## src/rtl/mem_arbiter.sv

```systemverilog
`timescale 1ns/1ps
// mem_arbiter: round-robin N-channel front-end onto one shared RAM port.
// Define MEM_ARB_PERF_EN to add per-channel grant and wait counters.
module mem_arbiter #(
  parameter int          CH_NUM    = 2,
  parameter int          ADDR_W    = 64,
  parameter int          RAM_LAT   = 1,
  parameter logic [63:0] BASE_ADDR = 64'h8000_0000
) (
  input  logic                       clk,
  input  logic                       rst,
  input  logic [CH_NUM-1:0]          req_valid,
  output logic [CH_NUM-1:0]          req_ready,
  input  logic [CH_NUM-1:0]          req_wen,
  input  logic [CH_NUM*ADDR_W-1:0]   req_addr,
  input  logic [CH_NUM*2-1:0]        req_size,
  input  logic [CH_NUM*64-1:0]       req_wdata,
  output logic [CH_NUM-1:0]          rsp_valid,
  output logic [CH_NUM-1:0]          rsp_err,
  output logic [CH_NUM*64-1:0]       rsp_rdata,
  output logic                       ram_en,
  output logic [63:0]                ram_ridx,
  input  logic [63:0]                ram_rdata,
  output logic                       ram_wen,
  output logic [63:0]                ram_widx,
  output logic [63:0]                ram_wdata,
  output logic [63:0]                ram_wmask,
  output logic                       busy
`ifdef MEM_ARB_PERF_EN
  ,
  input  logic                       perf_clr,
  output logic [CH_NUM*32-1:0]       perf_grant_cnt,
  output logic [31:0]                perf_wait_cnt
`endif
);

  localparam int IW    = (CH_NUM > 1) ? $clog2(CH_NUM) : 1;
  localparam int WLAST = (RAM_LAT > 1) ? RAM_LAT - 2 : 0;

  typedef enum logic [1:0] {
    IDLE, ISSUE, WAIT, RESP
  } state_t;

  state_t state, state_d;

  logic [IW-1:0]     rr_ptr, win, owner, owner_d;
  logic              found, grant, mis;
  logic              sel_wen;
  logic [1:0]        sel_size;
  logic [ADDR_W-1:0] sel_addr;
  logic [63:0]       sel_wdata;
  int                scan_j;

  logic              l_wen, l_err;
  logic [2:0]        l_off;
  logic [1:0]        wait_cnt;

  logic              ram_en_d, ram_wen_d;
  logic [63:0]       ridx_d, widx_d, wdata_d, wmask_d, idx_d;
  logic [7:0]        bmask;
  logic [CH_NUM-1:0] rsp_v_d, rsp_e_d;

  function automatic logic [2:0] lo_mask(input logic [1:0] s);
    unique case (s)
      2'd0: return 3'b000;
      2'd1: return 3'b001;
      2'd2: return 3'b011;
      2'd3: return 3'b111;
    endcase
  endfunction

  function automatic logic [7:0] size_mask(input logic [1:0] s);
    unique case (s)
      2'd0: return 8'h01;
      2'd1: return 8'h03;
      2'd2: return 8'h0F;
      2'd3: return 8'hFF;
    endcase
  endfunction

  function automatic logic [63:0] byte_expand(input logic [7:0] m);
    logic [63:0] r;
    for (int b = 0; b < 8; b++) r[8*b +: 8] = {8{m[b]}};
    return r;
  endfunction

  // Scan starts at rr_ptr and wraps; first valid channel wins.
  always_comb begin
    found     = 1'b0;
    win       = '0;
    scan_j    = 0;
    sel_wen   = 1'b0;
    sel_size  = '0;
    sel_addr  = '0;
    sel_wdata = '0;
    for (int k = 0; k < CH_NUM; k++) begin
      scan_j = int'(rr_ptr) + k;
      if (scan_j >= CH_NUM) scan_j = scan_j - CH_NUM;
      if (!found && req_valid[scan_j]) begin
        found     = 1'b1;
        win       = IW'(scan_j);
        sel_wen   = req_wen[scan_j];
        sel_size  = req_size[2*scan_j +: 2];
        sel_addr  = req_addr[scan_j*ADDR_W +: ADDR_W];
        sel_wdata = req_wdata[64*scan_j +: 64];
      end
    end
  end

  assign grant   = rst && (state == IDLE) && found;
  assign mis     = |(sel_addr[2:0] & lo_mask(sel_size));
  assign owner_d = grant ? win : owner;
  assign busy    = (state != IDLE);

  always_comb begin
    req_ready = '0;
    if (grant) req_ready[win] = 1'b1;
  end

  always_comb begin
    state_d = state;
    unique case (state)
      IDLE:  if (grant) state_d = mis ? RESP : ISSUE;
      ISSUE: state_d = (l_wen || RAM_LAT == 1) ? RESP : WAIT;
      WAIT:  if (wait_cnt == 2'(WLAST)) state_d = RESP;
      RESP:  state_d = IDLE;
    endcase
  end

  // Next values for the registered RAM and response outputs.
  always_comb begin
    ram_en_d  = 1'b0;
    ram_wen_d = 1'b0;
    idx_d     = (64'(sel_addr) - BASE_ADDR) >> 3;
    bmask     = size_mask(sel_size) << sel_addr[2:0];
    ridx_d    = '0;
    widx_d    = '0;
    wdata_d   = '0;
    wmask_d   = '0;
    rsp_v_d   = '0;
    rsp_e_d   = '0;
    if (grant && !mis) begin
      if (sel_wen) begin
        ram_wen_d = 1'b1;
        widx_d    = idx_d;
        wdata_d   = sel_wdata << {sel_addr[2:0], 3'b000};
        wmask_d   = byte_expand(bmask);
      end else begin
        ram_en_d = 1'b1;
        ridx_d   = idx_d;
      end
    end
    if (state_d == RESP) begin
      rsp_v_d[owner_d] = 1'b1;
      rsp_e_d[owner_d] = (state == IDLE);
    end
  end

  always_ff @(posedge clk or negedge rst) begin
    if (!rst) begin
      state     <= IDLE;
      rr_ptr    <= '0;
      owner     <= '0;
      l_wen     <= 1'b0;
      l_err     <= 1'b0;
      l_off     <= '0;
      wait_cnt  <= '0;
      ram_en    <= 1'b0;
      ram_wen   <= 1'b0;
      ram_ridx  <= '0;
      ram_widx  <= '0;
      ram_wdata <= '0;
      ram_wmask <= '0;
      rsp_valid <= '0;
      rsp_err   <= '0;
    end else begin
      state     <= state_d;
      owner     <= owner_d;
      wait_cnt  <= (state == WAIT) ? wait_cnt + 2'd1 : 2'd0;
      ram_en    <= ram_en_d;
      ram_wen   <= ram_wen_d;
      ram_ridx  <= ridx_d;
      ram_widx  <= widx_d;
      ram_wdata <= wdata_d;
      ram_wmask <= wmask_d;
      rsp_valid <= rsp_v_d;
      rsp_err   <= rsp_e_d;
      if (grant) begin
        rr_ptr <= (win == IW'(CH_NUM - 1)) ? '0 : win + 1'b1;
        l_wen  <= sel_wen;
        l_err  <= mis;
        l_off  <= sel_addr[2:0];
      end
    end
  end

  // Load data arrives in the RESP cycle itself, so it bypasses the flops.
  always_comb begin
    rsp_rdata = '0;
    if (state == RESP && !l_wen && !l_err) begin
      for (int k = 0; k < CH_NUM; k++) begin
        if (owner == IW'(k))
          rsp_rdata[64*k +: 64] = ram_rdata >> {l_off, 3'b000};
      end
    end
  end

`ifdef MEM_ARB_PERF_EN
  logic        any_wait;
  logic [31:0] gcnt [CH_NUM];

  assign any_wait = (|req_valid) && !(|req_ready);

  always_ff @(posedge clk or negedge rst) begin
    if (!rst)
      perf_wait_cnt <= '0;
    else if (perf_clr)
      perf_wait_cnt <= '0;
    else if (any_wait && perf_wait_cnt != '1)
      perf_wait_cnt <= perf_wait_cnt + 32'd1;
  end

  for (genvar g = 0; g < CH_NUM; g++) begin : g_perf
    always_ff @(posedge clk or negedge rst) begin
      if (!rst)
        gcnt[g] <= '0;
      else if (perf_clr)
        gcnt[g] <= '0;
      else if (req_ready[g] && gcnt[g] != '1)
        gcnt[g] <= gcnt[g] + 32'd1;
    end
    assign perf_grant_cnt[32*g +: 32] = gcnt[g];
  end
`endif

endmodule

```

## config.mk

```make
export PLATFORM = sky130hd
export DESIGN_NAME = mem_arbiter
export DESIGN_NICKNAME = d
export VERILOG_FILES = /design/src/rtl/mem_arbiter.sv
export SDC_FILE = /design/constraint.sdc
export NUM_CORES = 1
export LEC_CHECK = 0
export ABC_CLOCK_PERIOD_IN_PS = 2960
export CAP_MARGIN = 20
export CORE_AREA = 4 4 277 279
export CTS_CLUSTER_SIZE = 8
export DETAILED_ROUTE_END_ITERATION = 10
export DIE_AREA = 0 0 281 283
export PLACE_DENSITY = 0.5
export SYNTH_ARGS = -nofsm -noshare
export SYNTH_HDL_FRONTEND = slang
export SYNTH_SLANG_ARGS = --single-unit
```

## constraint.sdc

```tcl
create_clock -name clk -period 2.96 [get_ports clk]
set_input_delay 0.296 -clock clk [delete_from_list [all_inputs] [get_ports clk]]
set_output_delay 0.296 -clock clk [all_outputs]
set_load 0.1 [all_outputs]
```

* Word level (Yosys, flattened, before mapping)
Cells that the tools add are included.
Word-level totals: register bits 273, input port bits 330, output and inout bits 393, word-level logic and storage cells 121
Cells by class: $add $sub $neg 6, $lt $le $gt $ge 8, equality and inequality tests 7, shift-type cells 9, muxes and demuxes 57, bitwise gates (word level) 2, reductions and logical operators 17
Operators with widths (count):
- $mux 64 | 10
- $shiftx 128x32->64 | 4
- $mux 61 | 4
- $mux 128 | 1
- $lt 32x3->1 const B | 2
- $mux 32 | 2
- $shiftx 4x32->2 | 2
- $shl 64x6->64 | 1
- $shr 64x6->64 | 1
- $sub 64x32->64 const B | 1
- $pmux 8 s4 | 1
- $mux 1 | 26
- $mux 2 | 9
- $pmux 3 s4 | 1
- $eq 2x2->1 const B | 5
- $logic_and 1x1->1 | 8
- $pmux 2 s4 | 1
- $shl 8x3->8 | 1
- $logic_not 2->1 | 3
- $eq 2x1->1 const B | 2
- $logic_not 1->1 | 4
- $lt 1x2->1 const B | 2
- $and 3x3->3 | 1
- $reduce_or 3->1 | 1
- other kinds (11) | 13

* Depth between registers and ports, before layout
Gate-level depths: netlist (run 1).
word-level depth 18, depth in mapped cells 16, depth with buffers taken out 9

* Worst setup path after synthesis (run 1)
No wires, ideal clock.
path type register to register, start register rr_ptr, end register ram_ridx[56], library setup time 0.079 ns, data arrival time 3.185 ns, data required time 2.881 ns, setup slack -0.304 ns, stages on the path, launching flop included 17, path buffers 8, clock period less this slack 3.264 ns, cell sequence dfrtp_1 -> nand2b_4 -> buf_6 -> and2_1 -> buf_2 -> buf_2 -> buf_2 -> buf_2 -> buf_1 -> a22oi_1 -> ha_1 -> and4_1 -> clkbuf_1 -> nand3_4 -> buf_4 -> nor4_4 -> mux2i_1
On the way: word-level cells in the longest chain between the ends 16, elaborated cells on any way between the ends 46, classes of those cells add/sub (4); order compare (2); eq/ne (3); shift (4); mux (25); bitwise (1); reduce/logical (7)
RTL lines:
- start: declaration | line 46 | logic [IW-1:0] rr_ptr, win, owner, owner_d;
- start signal: assignment | line 189 | rr_ptr <= (win == IW'(CH_NUM - 1)) ? '0 : win + 1'b1;
- parallel branches: the longest is 15 deep, another holds $sub 64x32->64
- $mux 61 (*) | line 142 | if (grant && !mis) begin
- named net ridx_d[56] | line 59 | logic [63:0] ridx_d, widx_d, wdata_d, wmask_d, idx_d;
- end signal: assignment | line 182 | ram_ridx <= ridx_d;
- end: declaration | line 22 | output logic [63:0] ram_ridx,
Mark *: on every way through the listed nets, which the timed path passes. The select of a mux whose other input is x is not followed. A chain may end at the register's enable or synchronous reset.

* Worst setup path in the final report (run 1)
start register l_off[1], end output port rsp_rdata[87]
On the way: word-level cells in the longest chain between the ends 3
RTL lines:
- start: declaration | line 55 | logic [2:0] l_off;
- start signal: assignment | line 192 | l_off <= sel_addr[2:0];
- $shr 64x6->64 | line 203 | rsp_rdata[64*k +: 64] = ram_rdata >> {l_off, 3'b000};
- $mux 64 | line 202 | if (owner == IW'(k))
- $mux 128 | line 200 | if (state == RESP && !l_wen && !l_err) begin
- end: declaration | line 20 | output logic [CH_NUM*64-1:0] rsp_rdata,
Every way passes these cells.

==> results.tsv, run 1 <==
metric	value	unit
outcome	completed	
Max IR drop VDD	0.4137	mV
num rows	100	
Seq/Total Area, Yosys	40.40	%
finished layout cell area	24020	sq um
Mapped Area	13070	sq um
Core Box Area	74200	sq um
Worst EP arrival	2.63	ns
Mean Syn Cell Area	9.108	sq um
Worst-Margin Slew	0.8955	ns
DP HPWL	65.87	mm
post-synthesis xor/xnor area fraction	1.005	%
WL/cell	25.36	microns
area of the multi-input gates	7082	sq um
largest net degree at the start of global routing	73	
gr busiest metal	met2	
Max Cap Violations	0	
most frequent cells after synthesis	nor2_1 (292), dfrtp_1 (211), mux2i_1 (93)	
CTS buffer count	31	
Worst EP required	2.66	ns
final WL	80.11	mm
top-count cell post-synth	nor2_1	
Die ar.	79520	sq um
met3 global-route usage	3.936	%
post-route minimum period	2.923	ns
Fmax achieved	342.1	MHz
Simple-Gate Fraction of Synth Area	18.18	%
area delta synth->final	83.75	%
relative slew slack	40.30	%
clock sink count	211	
total power	16.96	mW
post-synthesis mux area share	11.26	%
Post-synth EDFFs	0	
Port Buffer Count	716	
vias in the first global route	15129	
leakage power	10.37	nW
P per Cell Area	706.3	nW/um^2
H-tree Lvls	1	
clock buffer depth	3	
critical path capture point type	output pin	
Cells after Synth	1435	
# fillers	7620	
total number of vias	14852	
CP peak stage delay	0.56	ns
synth top area cells	dfrtp_1 (40%), nor2_1 (8.4%), mux2i_1 (7.1%)	
Register Area	5288	sq um
Worst path slowest cell	dfrtp_4	
most used cell along the critical path	buf_12	
initial antenna violation count	5	
Routed Antenna Nets	0	
Yosys top cell area share	40.40	%
RSZ-0062 raised after global routing	yes	
met2 usage	33.67	%
routability congestion estimate	0.9469	
Async SR Flop Fraction	100.0	%
root buffer selected by CTS	clkbuf_16	
Clock Latency Late Sink	0.58	ns
DP Area	22950	sq um
most area-hungry cell type in the Yosys netlist	dfrtp_1	
Most used DFF post-synth	dfrtp_1	
nets	2519	
Slew Viols, Final	0	
Ports	723	
fraction of layout cells with a size suffix above 1	35.88	%
TritonRoute pass-1 iters	5	
Iteration-0 DRC Markers	1045	
GRT met1 Usage	22.84	%
highest fanout seen on the critical path	13	
number of distinct library cells after synthesis	63	
Total GRT Usage	19.04	%
first-pass GRT wire length	112.5	mm
final clock skew	0.01812	ns
DR vias/cell	4.701	
worst min path class	primary input to async pin	
Fin. Hold Viols	0	
largest family of logic cells by synthesized area	compound AO/OA/AOI/OAI gates	
Initial Utilization	17.62	%
Final setup viols	0	
critical setup path kind	register to output pin	
Synth Register Bits	211	
startpoint type of the worst setup path	register	
reg2reg setup slack	0.21	ns
Tcrit/Tclk final	98.76	%
critical path, cell by cell	buf_12 > buf_12 > nand2b_2 > o22a_1 > nor2_2 > buf_12	
die height	283	microns
clk slew on worst S/H paths	0.06	ns
Synth Area in Compound Gates	20.02	%
Post-route DRC	0	
Chip Width	281	microns
Synth Area in Adders	0.6701	%
Synthesis Warnings	0	
GRT Residual Overflow	0	
CTS tree	built	
## registers in the layout, indices dropped and copies added (netlist names)
| signal | cells |
|---|---|
| owner | 1 |
| rr_ptr | 1 |
| l_err | 1 |
| rsp_err | 2 |
| rsp_valid | 2 |
| ram_wen | 1 |
| wait_cnt | 2 |
| ram_ridx | 61 |
| state | 2 |
| ram_wmask | 8 |
| l_off | 3 |
| ram_widx | 61 |
| ram_wdata | 64 |
| l_wen | 1 |
| ram_en | 1 |
## kinds of logic after synthesis
| family | count (synthesis) |
|---|---|
| adders and majority gates | 7 |
| muxes | 133 |
| AOI/OAI and AO/OA | 352 |
| xor gates and xnor gates | 15 |
| other | 1 |
| buffers and inverters | 207 |
| DFF | 211 |
| and+or+nand+nor | 509 |
## worst max-delay path: cells and delay by family (launching register included)
kind,cells,cell delay (ns)
and+or+nand+nor,2,0.61
DFF,1,0.56
buffers and inverters,3,0.55
AOI/OAI and AO/OA,1,0.30
## what timing repair did
action                                  in CTS  in global routing
pin swaps                                    3                  0
hold endpoints to repair                    35                  0
endpoints found under the setup margin     100                 30
gates resized for setup                     31                 11
buffers inserted                             6                  1
gates cloned                                 0                  0
hold buffers                                 1                  0
## cell type report
type,count,share of cell area (%)
flip-flops and latches,211,22.02
inverters,11,0.1719
diodes,2,0.02084
well taps,969,5.048
clock buffers,36,3.392
clock inverters,3,0.1250
multi-input cells,1022,29.49
repair buffers,905,39.74
## cells in the final DEF (no fill, tap or decap), types with 13 or more instances in the layout
master / synthesis / routed
a211oi_1: 58 / 55
a21oi_1: 56 / 47
a221oi_1: 24 / 24
a22oi_1: 66 / 65
a32o_1: 15 / 13
a32oi_1: 49 / 48
and2_1: 14 / 13
and3_1: 20 / 20
buf_12: 0 / 153
buf_4: 67 / 421
clkbuf_16: 0 / 31
clkdlybuf4s50_1: 0 / 327
dfrtp_1: 211 / 209
mux2_2: 32 / 29
mux2i_1: 93 / 93
nand2_1: 64 / 64
nor2_1: 292 / 221
nor2_2: 0 / 67
nor3_1: 36 / 36
o21ai_0: 35 / 33
or4_1: 13 / 13
## routing by layer
metal  vias up  part of all wire (%)
met5         -                     0
met2       690                    50
met1      7410                    40
met4         0                   3.6
li1       6653                     -
met3        99                   6.9
## path summary, 6_finish.rpt
| kind | from | end | depth (start not counted) |
|---|---|---|---|
| worst max-delay path | l_off[1]$_DFFE_PN0P_ | rsp_rdata[87] | 6 |
| worst min-delay path | rst | ram_widx[13]$_DFF_PN0_ | 2 |
| worst max register to register | rr_ptr$_DFFE_PN0P_ | ram_widx[42]$_DFF_PN0_ | 10 |
| worst min register to register | wait_cnt[0]$_DFF_PN0_ | wait_cnt[0]$_DFF_PN0_ | 1 |
| max in group asynchronous | rst | ram_ridx[14]$_DFF_PN0_ | 3 |
| min in group clk | req_addr[20] | ram_widx[17]$_DFF_PN0_ | 3 |
## report_power, final
group / leakage (nW) / switching (mW) / internal, mW / total [mW]
clock: 0.418 / 1.33 / 1.90 / 3.23
combinational: 7.04 / 6.82 / 3.65 / 10.5
sequential: 2.92 / 0.179 / 3.09 / 3.27
total: 10.4 / 8.33 / 8.64 / 17.0
## stage by stage
step	hold slack [ns]	worst slack (ns)	TNS, ns	utilization, %	instances
6_report	0.2184	0.03677	0	32.37	3159
5_1_grt	0.2360	-0.04488	-0.4417	32.37	3159
4_1_cts	0.1756	-0.04091	-0.06674	32.29	3156
3_5_place_dp	0.2158	-0.1578	-1.330	30.93	3110
3_3_place_gp	0.2103	-0.1274	-0.5895	30.93	3110
2_1_floorplan	0.0004090	-0.1580	-3.636	-	1440
Note: power is estimated with default switching activity, not from simulation.
==> run 2, diff against run 1 <==
--- a/config.mk
+++ b/config.mk
@@ -8,6 +8,7 @@
 export ABC_CLOCK_PERIOD_IN_PS = 2960
 export CAP_MARGIN = 20
 export CORE_AREA = 4 4 277 279
+export CTS_CLUSTER_DIAMETER = 200
 export CTS_CLUSTER_SIZE = 8
 export DETAILED_ROUTE_END_ITERATION = 10
 export DIE_AREA = 0 0 281 283
==> run 2 against run 1 <==
Core utilization about the same; via count down 0.96%; clock power decreased by 4%; global-route usage is essentially flat; combinational power about the same; non-clock buffer count rose by 3; sequential power hardly changed; sequential cell count stayed put; die area is the same; largest power group unchanged.
==> results.tsv, run 2 (synthesis gave the netlist of run 1 again) <==
metric	value	unit	change
Sw Pwr	8.302	mW	was 8.327 mW
Critical Path Source	l_off[1]$_DFFE_PN0P_		unchanged
clock buffer depth	3		unchanged
Post-route DRC	0		unchanged
DP HPWL	65.87	mm	unchanged
Port Buffer Count	716		unchanged
clock sink count	211		unchanged
Ports	723		unchanged
GRT Residual Overflow	0		unchanged
max FFs per register	64		unchanged
nets	2521		was 2519
Net Sw Frac	49.31	%	was 49.09%
vias in the first global route	15095		was 15129
Fmax achieved	345.1	MHz	was 342.1 MHz
worst min path class	primary input to async pin		unchanged
RR Startpoint	rr_ptr$_DFFE_PN0P_		unchanged
routability congestion estimate	0.9469		unchanged
TritonRoute pass-1 iters	5		unchanged
fraction of layout cells with a size suffix above 1	36.05	%	was 35.88%
Final setup viols	0		unchanged
Util after Layout	32.34	%	was 32.37%
DP Worst Slack	-0.1578	ns	unchanged
RSZ-0062 raised after global routing	yes		unchanged
WL/cell	25.35	microns	was 25.36 microns
critical path capture point type	output pin		unchanged
first-pass GRT wire length	112.3	mm	was 112.5 mm
Total GRT Usage	19.00	%	was 19.04%
Top reg by flops	ram_wdata		unchanged
total number of vias	14710		was 14852
largest net degree at the start of global routing	73		unchanged
Core Box Area	74200	sq um	unchanged
DR vias/cell	4.658		was 4.701
Fin. Hold Viols	0		unchanged
startpoint type of the worst setup path	register		unchanged
clk slew on worst S/H paths	0.06	ns	about the same
root buffer selected by CTS	clkbuf_16		unchanged
Internal	8.533	mW	was 8.637 mW
outcome	completed		unchanged
largest registers	ram_wdata x64, ram_ridx x61, ram_widx x61		unchanged
total power	16.84	mW	was 16.96 mW
Max IR drop VDD	0.3916	mV	was 0.4137 mV
Reg power frac	19.4	%	was 19.2%
H-tree Lvls	1		unchanged
Worst EP required	2.66	ns	about the same
Clock Latency Late Sink	0.59	ns	was 0.58 ns
Iteration-0 DRC Markers	974		was 1045
final WL	80.04	mm	was 80.11 mm
Worst EP arrival	2.60	ns	was 2.63 ns
num rows	100		unchanged
area delta synth->final	83.59	%	was 83.75%
critical setup path kind	register to output pin		unchanged
initial antenna violation count	6		was 5
worst hold slack	0.1843	ns	was 0.2184 ns
relative slew slack	40.17	%	was 40.30%
Routed Antenna Nets	0		unchanged
Chip Width	281	microns	unchanged
Final WS setup	0.06212	ns	was 0.03677 ns
Tcrit/Tclk final	97.90	%	was 98.76%
die height	283	microns	unchanged
Clock Power Share	18.4	%	was 19.1%
Die ar.	79520	sq um	unchanged
post-route minimum period	2.898	ns	was 2.923 ns
P per Cell Area	701.6	nW/um^2	was 706.3 nW/um^2
Slew Viols, Final	0		unchanged
Initial Utilization	17.62	%	unchanged
most frequent cells in the layout	buf_4 (424), clkdlybuf4s50_1 (327), nor2_1 (220)		was buf_4 (421), clkdlybuf4s50_1 (327), nor2_1 (221)
Max Cap Violations	0		unchanged
Worst-Margin Slew	0.8975	ns	was 0.8955 ns
leakage power	10.34	nW	was 10.37 nW
CTS buffer count	30		was 31
most common cell after layout, fill and taps aside	buf_4		unchanged
CTS tree	built		unchanged
highest fanout seen on the critical path	13		unchanged
final clock skew	0.02055	ns	was 0.01812 ns
Combinational Power Share	62.2	%	was 61.7%
-- run 2: cell types whose count changed in the layout (fill, tap and decap cells not counted), sizes merged --
cell      delta
buf          +3
clkbuf       -4
clkinv       -1
clkinvlp     +1
diode        +1
inv          -1
-- run 2: repair_timing --
item / 4_1_cts / 5_1_grt
hold buffers: 1 / 0
pin swaps: 3 / 1
resized for setup: 31 / 14
endpoints found under the hold margin: 35 / 0
buffers inserted: 5 / 5
setup endpoints to repair: 99 / 37
-- run 2: routing by layer --
layer	share of wire (%)	vias to the layer above	track usage, %
met3	7.4	96	4.347
met4	3.8	0	6.550
met5	0	-	0
met2	49	683	33.66
li1	-	6642	-
met1	39	7289	22.48
-- run 2: final timing paths --
kind / endpoint / cells after the start / slack [ns]
hold reg to reg: wait_cnt[0]$_DFF_PN0_ / 1 / 0.43
max in group asynchronous: ram_wmask[7]$_DFF_PN0_ / 3 / 1.53
setup reg to reg: ram_widx[42]$_DFF_PN0_ / 10 / 0.21
min in group clk: ram_ridx[14]$_DFF_PN0_ / 3 / 0.38
hold / removal: ram_widx[36]$_DFF_PN0_ / 2 / 0.18
setup / recovery: rsp_rdata[87] / 6 / 0.06
-- run 2: worst max-delay path: stages, from the launching register on --
cell and delay, ns:
dfrtp_4 0.56, buf_12 0.19, buf_12 0.14, nand2b_2 0.30, o22a_1 0.30, nor2_2 0.30, buf_12 0.22
-- run 2: cell type report --
| cell class | count | area [sq um] |
|---|---|---|
| Clock inverter | 2 | 37.54 |
| Tap cell | 969 | 1212 |
| Inverter | 11 | 41.29 |
| Antenna cell | 3 | 7.507 |
| Timing Repair Buffer | 908 | 9562 |
| Multi-Input combinational cell | 1022 | 7089 |
| Clock buffer | 32 | 758.2 |
| Sequential cell | 211 | 5288 |
| Fill cell | 7612 | 50200 |
-- run 2: power by group through the flow --
stage | combinational (mW) | sequential (mW) | clock (mW)
3_5_place_dp | 10.2 | 3.35 | 0
3_3_place_gp | 10.2 | 3.35 | 0
2_1_floorplan | 5.17 | 4.05 | 0
6_report | 10.5 | 3.27 | 3.09
4_1_cts | 10.4 | 3.29 | 3.23
5_1_grt | 11.0 | 3.30 | 3.32
-- run 2: stage by stage --
step                      cells  setup TNS, ns  cell area, sq um
final                      3158              0             24000
after global routing       3158        -0.2066             24000
after CTS                  3150       -0.03300             23900
after detailed placement   3110         -1.330             22950
after global placement     3110        -0.5895             22950
after floorplan            1440         -3.636             13340
